`src/rtl/alu_pipe_exec_if.sv`:
```
// Request/response bundle for the ALU execution unit.
// The master side issues operations and accepts results; the slave side is the unit itself.
interface alu_pipe_exec_if #(
    parameter int DATA_WIDTH = 32
);
    logic                  req_valid;
    logic                  req_ready;
    logic [2:0]            req_op;
    logic [DATA_WIDTH-1:0] req_a;
    logic [DATA_WIDTH-1:0] req_b;
    logic                  rsp_valid;
    logic                  rsp_ready;
    logic [DATA_WIDTH-1:0] rsp_result;
    logic                  rsp_zero;
    logic                  rsp_neg;
    logic                  rsp_carry;
    logic                  rsp_ovf;
    logic                  rsp_illegal;

    modport master (
        output req_valid, req_op, req_a, req_b, rsp_ready,
        input  req_ready, rsp_valid, rsp_result, rsp_zero, rsp_neg,
               rsp_carry, rsp_ovf, rsp_illegal
    );

    modport slave (
        input  req_valid, req_op, req_a, req_b, rsp_ready,
        output req_ready, rsp_valid, rsp_result, rsp_zero, rsp_neg,
               rsp_carry, rsp_ovf, rsp_illegal
    );
endinterface

```
`src/rtl/alu_pipe_exec.sv`:
```
// Two-stage registered ALU execution unit.
// S1 captures the request; S2 computes and registers result plus flags and drives rsp_* directly.
// Ready propagates backwards combinationally so a full pipe still moves one op per cycle.
module alu_pipe_exec #(
    parameter int DATA_WIDTH = 32
) (
    input logic            clk,
    input logic            resetn,
    alu_pipe_exec_if.slave bus
);
    localparam int MSB = DATA_WIDTH - 1;

    localparam logic [2:0] OP_ADD  = 3'd0;
    localparam logic [2:0] OP_SUB  = 3'd1;
    localparam logic [2:0] OP_NOTA = 3'd2;
    localparam logic [2:0] OP_AND  = 3'd3;
    localparam logic [2:0] OP_OR   = 3'd4;
    localparam logic [2:0] OP_XOR  = 3'd5;
    localparam logic [2:0] OP_PASB = 3'd6;

    typedef struct packed {
        logic [2:0]            op;
        logic [DATA_WIDTH-1:0] a;
        logic [DATA_WIDTH-1:0] b;
    } req_t;

    typedef struct packed {
        logic [DATA_WIDTH-1:0] result;
        logic                  zero;
        logic                  neg;
        logic                  carry;
        logic                  ovf;
        logic                  illegal;
    } rsp_t;

    logic s1_valid, s2_valid;
    logic s1_ready, s2_ready;
    req_t s1_q;
    rsp_t s2_q, s2_d;

    logic [DATA_WIDTH-1:0] b_eff;
    logic                  cin;
    logic [DATA_WIDTH:0]   sum;

    assign s2_ready      = !s2_valid || bus.rsp_ready;
    assign s1_ready      = !s1_valid || s2_ready;
    assign bus.req_ready = s1_ready;

    // Single shared adder; SUB is A + ~B + 1 so carry-out means "no borrow".
    assign cin   = (s1_q.op == OP_SUB);
    assign b_eff = cin ? ~s1_q.b : s1_q.b;
    assign sum   = {1'b0, s1_q.a} + {1'b0, b_eff} + {{DATA_WIDTH{1'b0}}, cin};

    // Result/flag selection from S1 contents; zero/neg come from the final result for every opcode.
    always_comb begin
        s2_d = '0;
        case (s1_q.op)
            OP_ADD: begin
                s2_d.result = sum[MSB:0];
                s2_d.carry  = sum[DATA_WIDTH];
                s2_d.ovf    = (s1_q.a[MSB] == s1_q.b[MSB]) && (sum[MSB] != s1_q.a[MSB]);
            end
            OP_SUB: begin
                s2_d.result = sum[MSB:0];
                s2_d.carry  = sum[DATA_WIDTH];
                s2_d.ovf    = (s1_q.a[MSB] != s1_q.b[MSB]) && (sum[MSB] != s1_q.a[MSB]);
            end
            OP_NOTA: s2_d.result = ~s1_q.a;
            OP_AND:  s2_d.result = s1_q.a & s1_q.b;
            OP_OR:   s2_d.result = s1_q.a | s1_q.b;
            OP_XOR:  s2_d.result = s1_q.a ^ s1_q.b;
            OP_PASB: s2_d.result = s1_q.b;
            default: s2_d.illegal = 1'b1;
        endcase
        s2_d.zero = (s2_d.result == '0);
        s2_d.neg  = s2_d.result[MSB];
    end

    // S1: capture a request whenever the stage is free or draining into S2.
    always_ff @(posedge clk or negedge resetn) begin
        if (!resetn) begin
            s1_valid <= 1'b0;
            s1_q     <= '0;
        end else if (s1_ready) begin
            s1_valid <= bus.req_valid;
            if (bus.req_valid) s1_q <= '{op: bus.req_op, a: bus.req_a, b: bus.req_b};
        end
    end

    // S2: register the computed response; held untouched while the consumer stalls.
    always_ff @(posedge clk or negedge resetn) begin
        if (!resetn) begin
            s2_valid <= 1'b0;
            s2_q     <= '0;
        end else if (s2_ready) begin
            s2_valid <= s1_valid;
            if (s1_valid) s2_q <= s2_d;
        end
    end

    assign bus.rsp_valid   = s2_valid;
    assign bus.rsp_result  = s2_q.result;
    assign bus.rsp_zero    = s2_q.zero;
    assign bus.rsp_neg     = s2_q.neg;
    assign bus.rsp_carry   = s2_q.carry;
    assign bus.rsp_ovf     = s2_q.ovf;
    assign bus.rsp_illegal = s2_q.illegal;
endmodule

```
`src/flat_wrapper.sv`:
```
// flat-port wrapper written by rule: the top's interface ports become plain ports
module alu_pipe_exec_flat 
#(
    parameter int DATA_WIDTH = 32
)
  (clk, resetn, bus_req_valid, bus_req_op, bus_req_a, bus_req_b, bus_rsp_ready, bus_req_ready, bus_rsp_valid, bus_rsp_result, bus_rsp_zero, bus_rsp_neg, bus_rsp_carry, bus_rsp_ovf, bus_rsp_illegal);
  alu_pipe_exec_if #(.DATA_WIDTH(DATA_WIDTH)) bus_i ();
  input logic clk;
  input logic resetn;
  input wire logic [$bits(bus_i.req_valid)-1:0] bus_req_valid;
  input wire logic [$bits(bus_i.req_op)-1:0] bus_req_op;
  input wire logic [$bits(bus_i.req_a)-1:0] bus_req_a;
  input wire logic [$bits(bus_i.req_b)-1:0] bus_req_b;
  input wire logic [$bits(bus_i.rsp_ready)-1:0] bus_rsp_ready;
  output wire logic [$bits(bus_i.req_ready)-1:0] bus_req_ready;
  output wire logic [$bits(bus_i.rsp_valid)-1:0] bus_rsp_valid;
  output wire logic [$bits(bus_i.rsp_result)-1:0] bus_rsp_result;
  output wire logic [$bits(bus_i.rsp_zero)-1:0] bus_rsp_zero;
  output wire logic [$bits(bus_i.rsp_neg)-1:0] bus_rsp_neg;
  output wire logic [$bits(bus_i.rsp_carry)-1:0] bus_rsp_carry;
  output wire logic [$bits(bus_i.rsp_ovf)-1:0] bus_rsp_ovf;
  output wire logic [$bits(bus_i.rsp_illegal)-1:0] bus_rsp_illegal;
  assign bus_i.req_valid = bus_req_valid;
  assign bus_i.req_op = bus_req_op;
  assign bus_i.req_a = bus_req_a;
  assign bus_i.req_b = bus_req_b;
  assign bus_i.rsp_ready = bus_rsp_ready;
  assign bus_req_ready = bus_i.req_ready;
  assign bus_rsp_valid = bus_i.rsp_valid;
  assign bus_rsp_result = bus_i.rsp_result;
  assign bus_rsp_zero = bus_i.rsp_zero;
  assign bus_rsp_neg = bus_i.rsp_neg;
  assign bus_rsp_carry = bus_i.rsp_carry;
  assign bus_rsp_ovf = bus_i.rsp_ovf;
  assign bus_rsp_illegal = bus_i.rsp_illegal;
  alu_pipe_exec #(.DATA_WIDTH(DATA_WIDTH)) u_core (.clk(clk), .resetn(resetn), .bus(bus_i));
endmodule
```
`config.mk`:
```
export PLATFORM = sky130hd
export DESIGN_NAME = alu_pipe_exec_flat
export DESIGN_NICKNAME = d
export VERILOG_FILES = /design/src/rtl/alu_pipe_exec_if.sv /design/src/rtl/alu_pipe_exec.sv /design/src/flat_wrapper.sv
export SDC_FILE = /design/constraint.sdc
export NUM_CORES = 1
export LEC_CHECK = 0
export ABC_AREA = 0
export CORE_ASPECT_RATIO = 1.2
export CORE_MARGIN = 10
export CORE_UTILIZATION = 45
export CTS_CLUSTER_SIZE = 24
export DETAILED_ROUTE_END_ITERATION = 8
export GPL_ROUTABILITY_DRIVEN = 0
export GPL_TIMING_DRIVEN = 0
export PLACE_DENSITY = 0.66
export SYNTH_ARGS = -nofsm -noshare
export SYNTH_HDL_FRONTEND = slang
export SYNTH_SLANG_ARGS = --single-unit
```
`constraint.sdc`:
```
create_clock -name clk -period 5.25 [get_ports clk]
set_input_delay 1.05 -clock clk [delete_from_list [all_inputs] [get_ports clk]]
set_output_delay 1.05 -clock clk [all_outputs]
set_load 0.005 [all_outputs]
```
==> reports/qor.yml, run 1 <==
run_status:
  status: "finished, final reports clean"
timing:
  slew_viol_final: 0
  finalCritPeriodShare: 0.962
  tightest_slew_ns: 0.936
  fin_skew_ns: 0.00951
  hold_viol: 0
  grt_setup_unrepaired: "false"
  clock.fmax_ghz: 0.198
  layout_min_cycle_time_ns: 5.05
  slew_headroom: 0.376
  setup_violations: 0
  fin_tns_setup_ns: 0
power:
  p_leak_uw: 0.00479
  internal-power_uw: 2460
  p_per_area_nw_per_um2: 393
  total_power_uw: 4270
  switchingPower_uw: 1810
  combPwrFrac: 0.550
  p_sw_frac: 0.424
  p_clk_frac: 0.178
  ir_drop_uv: 179
  power_frac_seq: 0.272
worst_setup_path:
  rr_worst_depth: 19
  slowest_delay_ns: 0.41
  cp.arrival_ns: 5.33
  end_kind: "register"
  cp.buffers_inverters: 6
  critPathKind: "register to register"
  cp_slowest_cell: "fa_1"
  worstPathRequired_ns: 5.52
  crit_family: "compound AO/OA/AOI/OAI gates"
  startpoint_type: "register"
  path_cells: "buf_6 -> buf_2 -> nor2_1 -> clkbuf_4 -> clkbuf_4 -> clkbuf_4 -> and2_2 -> xnor2_1 -> inv_1 -> fa_1 -> nand3b_1 -> a21oi_1 -> o2111ai_2 -> a31oi_2 -> mux2_2 -> a211oi_1 -> and4_1 -> nand4_1 -> o31ai_1"
  cp-startpoint: "u_core.s1_q[66]$_DFFE_PN0P_"
  r2r-start: "u_core.s1_q[66]$_DFFE_PN0P_"
  crit_cells: 19
  path_max_fanout: 10
  cp_common_cell: "clkbuf_4"
placed_design:
  numPortBuffers: 109
  hpwlAfterDp_um: 22000
  place_inst: 1391
  placed_cell_area_um2: 10500
cts:
  clockRootBuffer: "clkbuf_16"
  h-tree-depth: 3
  cts_made_buffers: 9
  clk_latency_ns: 0.37
  cts_sinks: 105
  clk_path_buf_depth: 2
  tritoncts: "built"
  cts.reportedPaths.clkPinSlew_ns: 0.07
  postCtsHoldBufs: 0
synthesis:
  synth-seq-area-share: 0.291
  synth_nets: 1195
  syn_inst: 1020
  ys.flop_type: "dfrtp_1"
  ys_ff_latch: 105
  ys_types: 76
  synthMuxAreaShare: 0.135
  synthSimpleGateAreaFrac: 0.135
  synth_edf_count: 0
  post_synth_xor_area_fraction: 0.0408
  synth_compound_area_frac: 0.187
  synth.avg_cell_area_um2: 8.84
  synth_top_family_by_area: "compound AO/OA/AOI/OAI gates"
  ys_warn_count: 0
  synth-async-reset-ratio: 1.00
  syn_area_um2: 9010
  synth_adder_area_share: 0.145
floorplan:
  die_height_um: 175
  dieArea_um2: 26100
  die_width_um: 149
  num_rows: 56
  core_um2: 19600
  io_pins: 110
  start_util: 0.460
route:
  via_count: 8113
  drtIter0Drc: 818
  wire_per_inst_um: 20.0
  firstDrtPassIters: 5
  drc: 0
  drtAntennaViolNets: 0
  vias_per_cell: 5.78
  drt_wl_total_um: 28000
worst_hold_path:
  whs_path_depth: 2
  hold_class: "register to register"
  hp-start: "u_core.bus.rsp_result[23]$_DFFE_PN0P_"
grt:
  grt_usage: 0.212
  grt_pass1_vias: 7878
  grt_pass1_wl_um: 43800
  grt_max_degree: 55
  grt_overflow_total: 0
  antenna_found_initial: 0
final_layout:
  syn2layout_area_growth_pct: 20.6
  multiInputGateArea_um2: 5860
  diodes: 0
  num-fill-cells: 1840
  drive_above_1_share: 0.124
  register_area_um2: 2630
  final_area_um2: 10900
  utilization: 0.554
  instances_no_fill: 1403
  final_nets: 1312
job:
  cap_viol_max_count: 0
## routing by layer
| metal | routed length, um | global-route usage | vias to the layer above |
|---|---|---|---|
| li1 | - | - | 3837 |
| met1 | 12400 | 0.286 | 3877 |
| met2 | 12500 | 0.328 | 355 |
| met5 | 0 | 0 | - |
| met3 | 2520 | 0.0465 | 44 |
| met4 | 631 | 0.0655 | 0 |
## repair_timing
action	4_1_cts	5_1_grt
pin swaps	1	3
setup buffers	1	2
setup endpoints to repair	28	8
resized for setup	16	17
gates cloned	0	0
## final cells by class
cell class | count | area share
plain buffers | 54 | 0.0228
clock inverters | 5 | 0.00713
multi-input cells | 763 | 0.539
flip-flops and latches | 105 | 0.242
well taps | 261 | 0.0300
clock buffers | 11 | 0.0232
inverters | 91 | 0.0314
repair buffers | 113 | 0.105
## power by group through the flow
stage | logic, uW | registers (uW) | clock network, uW
2_1_floorplan | 1460 | 1140 | 0
3_3_place_gp | 2220 | 1170 | 0
3_5_place_dp | 2260 | 1170 | 0
4_1_cts | 2290 | 1160 | 776
5_1_grt | 2580 | 1190 | 810
6_report | 2350 | 1160 | 763
## sequential cells by signal, summed over array words and instances, names as in the netlist
register and flops:
u_core.bus.rsp_valid 1, u_core.s1_q 67, u_core.bus.rsp_result 31, u_core.bus.rsp_carry 1, u_core.bus.rsp_zero 1, u_core.bus.rsp_ovf 1, u_core.bus.rsp_illegal 1, u_core.s1_valid 1
u_core.bus.rsp_neg 1
## path summary, 6_finish.rpt
kind | slack, ns | end
setup / recovery | 0.20 | u_core.bus.rsp_zero$_DFFE_PN0P_
hold / removal | 0.48 | u_core.bus.rsp_result[23]$_DFFE_PN0P_
setup reg to reg | 0.20 | u_core.bus.rsp_zero$_DFFE_PN0P_
hold reg to reg | 0.48 | u_core.bus.rsp_result[23]$_DFFE_PN0P_
max in group asynchronous | 3.82 | u_core.bus.rsp_result[21]$_DFFE_PN0P_
min in group asynchronous | 0.72 | u_core.s1_q[42]$_DFFE_PN0P_
## cell usage after synthesis, drive strengths merged, types with 4 or more instances
master,instances,area [um2]
a211oi,7,57.6
a21o,11,82.6
a21oi,69,349
a221oi,4,41.3
a22o,8,70.1
a311oi,4,41.3
a31oi,7,43.8
and2,8,50.1
buf,16,77.6
clkbuf,45,169
dfrtp,105,2630
ha,103,1290
inv,91,342
mux2,78,878
mux2i,32,320
nand2,95,357
nand2b,12,75.1
nand3,15,75.1
nand3b,4,30.0
nand4,12,75.1
nor2,59,221
nor2b,9,56.3
nor3,17,85.1
nor4,5,31.3
o211ai,21,158
o21ai,63,323
o221ai,7,61.3
o22ai,4,25.0
o31ai,7,52.6
or3,6,37.5
xnor2,33,289
xor2,9,78.8
## cells in the final DEF (no fill, tap or decap), types with 11 or more instances in the layout
cell,n
inv_1,91
mux2i_1,32
a21o_1,11
clkbuf_1,35
a21oi_1,67
nor2_1,58
nand2_1,95
nand2b_1,12
o21ai_0,58
ha_1,100
o211ai_1,21
nand4_1,12
nand3_1,15
xnor2_1,33
nor3_1,15
mux2_2,78
clkdlybuf4s50_1,108
dfrtp_1,105
## logic make-up (layout without fill, tap and decap cells)
| kind of cell | count (synthesis) | after routing |
|---|---|---|
| flops | 105 | 105 |
| mux | 111 | 111 |
| fa+ha+maj | 104 | 104 |
| compound gates | 249 | 249 |
| buf+inv | 152 | 274 |
| xor+xnor | 42 | 42 |
| simple gates | 257 | 257 |
## stage by stage
| step | hold WS, ns | worst slack [ns] |
|---|---|---|
| after CTS | 0.486 | 0.0133 |
| after global placement | 0.464 | -1.33 |
| final | 0.479 | 0.198 |
| after floorplan | 0.473 | 0.329 |
| after detailed placement | 0.470 | -1.38 |
| after global routing | 0.511 | 0.00599 |
## worst min-delay path, delay by kind of cell (launching register included)
kind | cells | cell delay (ns)
AO/OA/AOI/OAI | 1 | 0.06
AND/OR/NAND/NOR | 1 | 0.04
flip-flops | 1 | 0.34
(Power assumes the default switching activity.)
==> inputs of run 2 (changes only) <==
--- a/config.mk
+++ b/config.mk
@@ -8,12 +8,13 @@
 export ABC_AREA = 0
 export CORE_ASPECT_RATIO = 1.2
 export CORE_MARGIN = 10
-export CORE_UTILIZATION = 45
+export CORE_UTILIZATION = 35
 export CTS_CLUSTER_SIZE = 24
 export DETAILED_ROUTE_END_ITERATION = 8
 export GPL_ROUTABILITY_DRIVEN = 0
 export GPL_TIMING_DRIVEN = 0
-export PLACE_DENSITY = 0.66
+export PLACE_DENSITY = 0.53
+export SKIP_LAST_GASP = 1
 export SYNTH_ARGS = -nofsm -noshare
 export SYNTH_HDL_FRONTEND = slang
 export SYNTH_SLANG_ARGS = --single-unit
==> reports/qor.yml, run 2 (synthesized netlist as in run 1, its figures left out) <==
cts:
  cts.reportedPaths.clkPinSlew_ns: 0.07  # about the same
  clk_latency_ns: 0.36  # about the same
  cts_sinks: 105  # unchanged
  postCtsHoldBufs: 0  # unchanged
  cts_made_buffers: 9  # unchanged
  clk_path_buf_depth: 2  # unchanged
  tritoncts: "built"
  clockRootBuffer: "clkbuf_16"
  h-tree-depth: 3  # unchanged
final_layout:
  top_register: "u_core.s1_q"
  register_area_um2: 2630  # unchanged
  drive_above_1_share: 0.119  # -0.00525
  multiInputGateArea_um2: 5870  # +0.19%
  instances_no_fill: 1472  # +4.9%
  final_nets: 1313  # +0.076%
  layout_commonest_cell: "clkdlybuf4s50_1"
  final_cell_mix: "108 x clkdlybuf4s50_1, 105 x dfrtp_1, 100 x ha_1"
  largest_register_ffs: 67  # unchanged
  syn2layout_area_growth_pct: 21.1
  final_area_um2: 10900  # +0.41%
  diodes: 0  # unchanged
  num-fill-cells: 2605  # +42%
route:
  firstDrtPassIters: 5  # unchanged
  drc: 0  # unchanged
  drtAntennaViolNets: 0  # unchanged
  vias_per_cell: 5.44  # -5.9%
  via_count: 8008  # -1.3%
  wire_per_inst_um: 20.1  # +0.43%
  drtIter0Drc: 627  # -23%
  drt_wl_total_um: 29500  # +5.4%
worst_setup_path:
  startpoint_type: "register"
  cp.arrival_ns: 5.23  # -0.10 ns
  end_kind: "register"
  path_max_fanout: 19  # +9
  rr_worst_depth: 19  # unchanged
  critPathKind: "register to register"
  worstPathRequired_ns: 5.52  # about the same
  cp-startpoint: "u_core.s1_q[66]$_DFFE_PN0P_"
  reg2reg_slack_ns: 0.29  # +0.09 ns
  r2r_end: "u_core.bus.rsp_zero$_DFFE_PN0P_"
  r2r-start: "u_core.s1_q[66]$_DFFE_PN0P_"
  cp-endpoint: "u_core.bus.rsp_zero$_DFFE_PN0P_"
timing:
  clock.fmax_ghz: 0.201  # +1.8%
  tightest_slew_ns: 0.955  # +0.0190 ns
  finalWorstSetupSlack_ns: 0.287  # +0.0885 ns
  slew_headroom: 0.364  # -0.0127
  layout_min_cycle_time_ns: 4.96  # -0.0885 ns
  setup_violations: 0  # unchanged
  finalCritPeriodShare: 0.945  # -0.0168
  hold_viol: 0  # unchanged
  slew_viol_final: 0  # unchanged
  fin_skew_ns: 0.00869  # -0.000817 ns
grt:
  grt_usage: 0.178  # -0.0342
  grt_pass1_vias: 7933  # +0.70%
  antenna_found_initial: 0  # unchanged
  grt_pass1_wl_um: 46100  # +5.1%
  grt_overflow_total: 0  # unchanged
  grt_max_degree: 60  # +9.1%
floorplan:
  die_height_um: 196  # +12%
  dieArea_um2: 32600  # +25%
  core_um2: 25500  # +30%
  io_pins: 110  # unchanged
  start_util: 0.354  # -0.105
  num_rows: 64  # +14%
  die_width_um: 167  # +12%
power:
  p_per_area_nw_per_um2: 384  # -2.3%
  total_power_uw: 4190  # -1.9%
  p_leak_uw: 0.00477  # -0.53%
  ir_drop_uv: 164  # -8.8%
placed_design:
  numPortBuffers: 109  # unchanged
  place_inst: 1460  # +5.0%
  placed_cell_area_um2: 10500  # +0.83%
  hpwlAfterDp_um: 23800  # +8.1%
  pre_cts_ws_ns: -1.50  # -0.116 ns
job:
  cap_viol_max_count: 0  # unchanged
run_status:
  status: "finished, final reports clean"
worst_hold_path:
  hold_class: "register to register"
## run 2: cell types whose count changed in the layout (fill, tap and decap cells not counted), moves of 2 or more
cell,delta
clkbuf_4,-2
bufinv_16,-2
buf_4,+2
clkbuf_1,+3
## run 2: where the power goes
group	leakage, uW	internal, uW	switching, uW	total (uW)
Clock	0.000136	346	308	654
Sequential	0.00125	995	170	1160
Combinational	0.00338	1030	1340	2370
## run 2: critical path: stages, from the launching register on
cell and delay, ns:
dfrtp_1 0.38, buf_6 0.14, buf_2 0.20, nor2_1 0.18, buf_4 0.29, clkbuf_4 0.29
and2_2 0.25, buf_6 0.21, xnor2_1 0.09, ha_2 0.42, nand2_1 0.18, a2111oi_4 0.34
buf_4 0.19, o21ai_4 0.10, a2111oi_4 0.48, o21ai_2 0.13, a221oi_2 0.36, mux2i_1 0.30
o211ai_1 0.11, o31ai_1 0.22
## run 2: layer usage
layer,vias up,GRT usage,wire (um)
li1,3840,-,-
met1,3881,0.242,14000
met2,248,0.284,13400
met3,39,0.0258,1510
met4,0,0.0531,606
met5,-,0,0
## run 2: layout make-up
cell class,instances,share of cell area
multi-input cells,763,0.538
well taps,330,0.0378
flip-flops and latches,105,0.241
plain buffers,54,0.0223
inverters,91,0.0313
repair buffers,114,0.105
clock inverters,2,0.00126
clock buffers,13,0.0238
## run 2: metrics by stage
step,hold WS [ns],setup TNS [ns],util
final,0.483,0,0.429
after global routing,0.513,-0.0190,0.429
after CTS,0.492,0,0.427
after detailed placement,0.476,-22.74,0.414
after global placement,0.469,-129.83,0.413
after floorplan,0.473,0,-
## run 2: how the worst min path moves through the flow
stage	end	start	cells past startpoint
after floorplan	u_core.bus.rsp_carry$_DFFE_PN0P_	u_core.bus.rsp_carry$_DFFE_PN0P_	2
final	u_core.bus.rsp_result[23]$_DFFE_PN0P_	u_core.bus.rsp_result[23]$_DFFE_PN0P_	2
after global placement	u_core.bus.rsp_result[3]$_DFFE_PN0P_	u_core.bus.rsp_result[3]$_DFFE_PN0P_	2
after global routing	u_core.bus.rsp_result[22]$_DFFE_PN0P_	u_core.bus.rsp_result[22]$_DFFE_PN0P_	2
after detailed placement	u_core.bus.rsp_result[23]$_DFFE_PN0P_	u_core.bus.rsp_result[23]$_DFFE_PN0P_	2
after CTS	u_core.bus.rsp_result[23]$_DFFE_PN0P_	u_core.bus.rsp_result[23]$_DFFE_PN0P_	2
## run 2: repair_timing
action | CTS | global route
resized for setup | 24 | 14
endpoints found under the setup margin | 30 | 5
buffers inserted | 2 | 2
pin swaps | 2 | 3
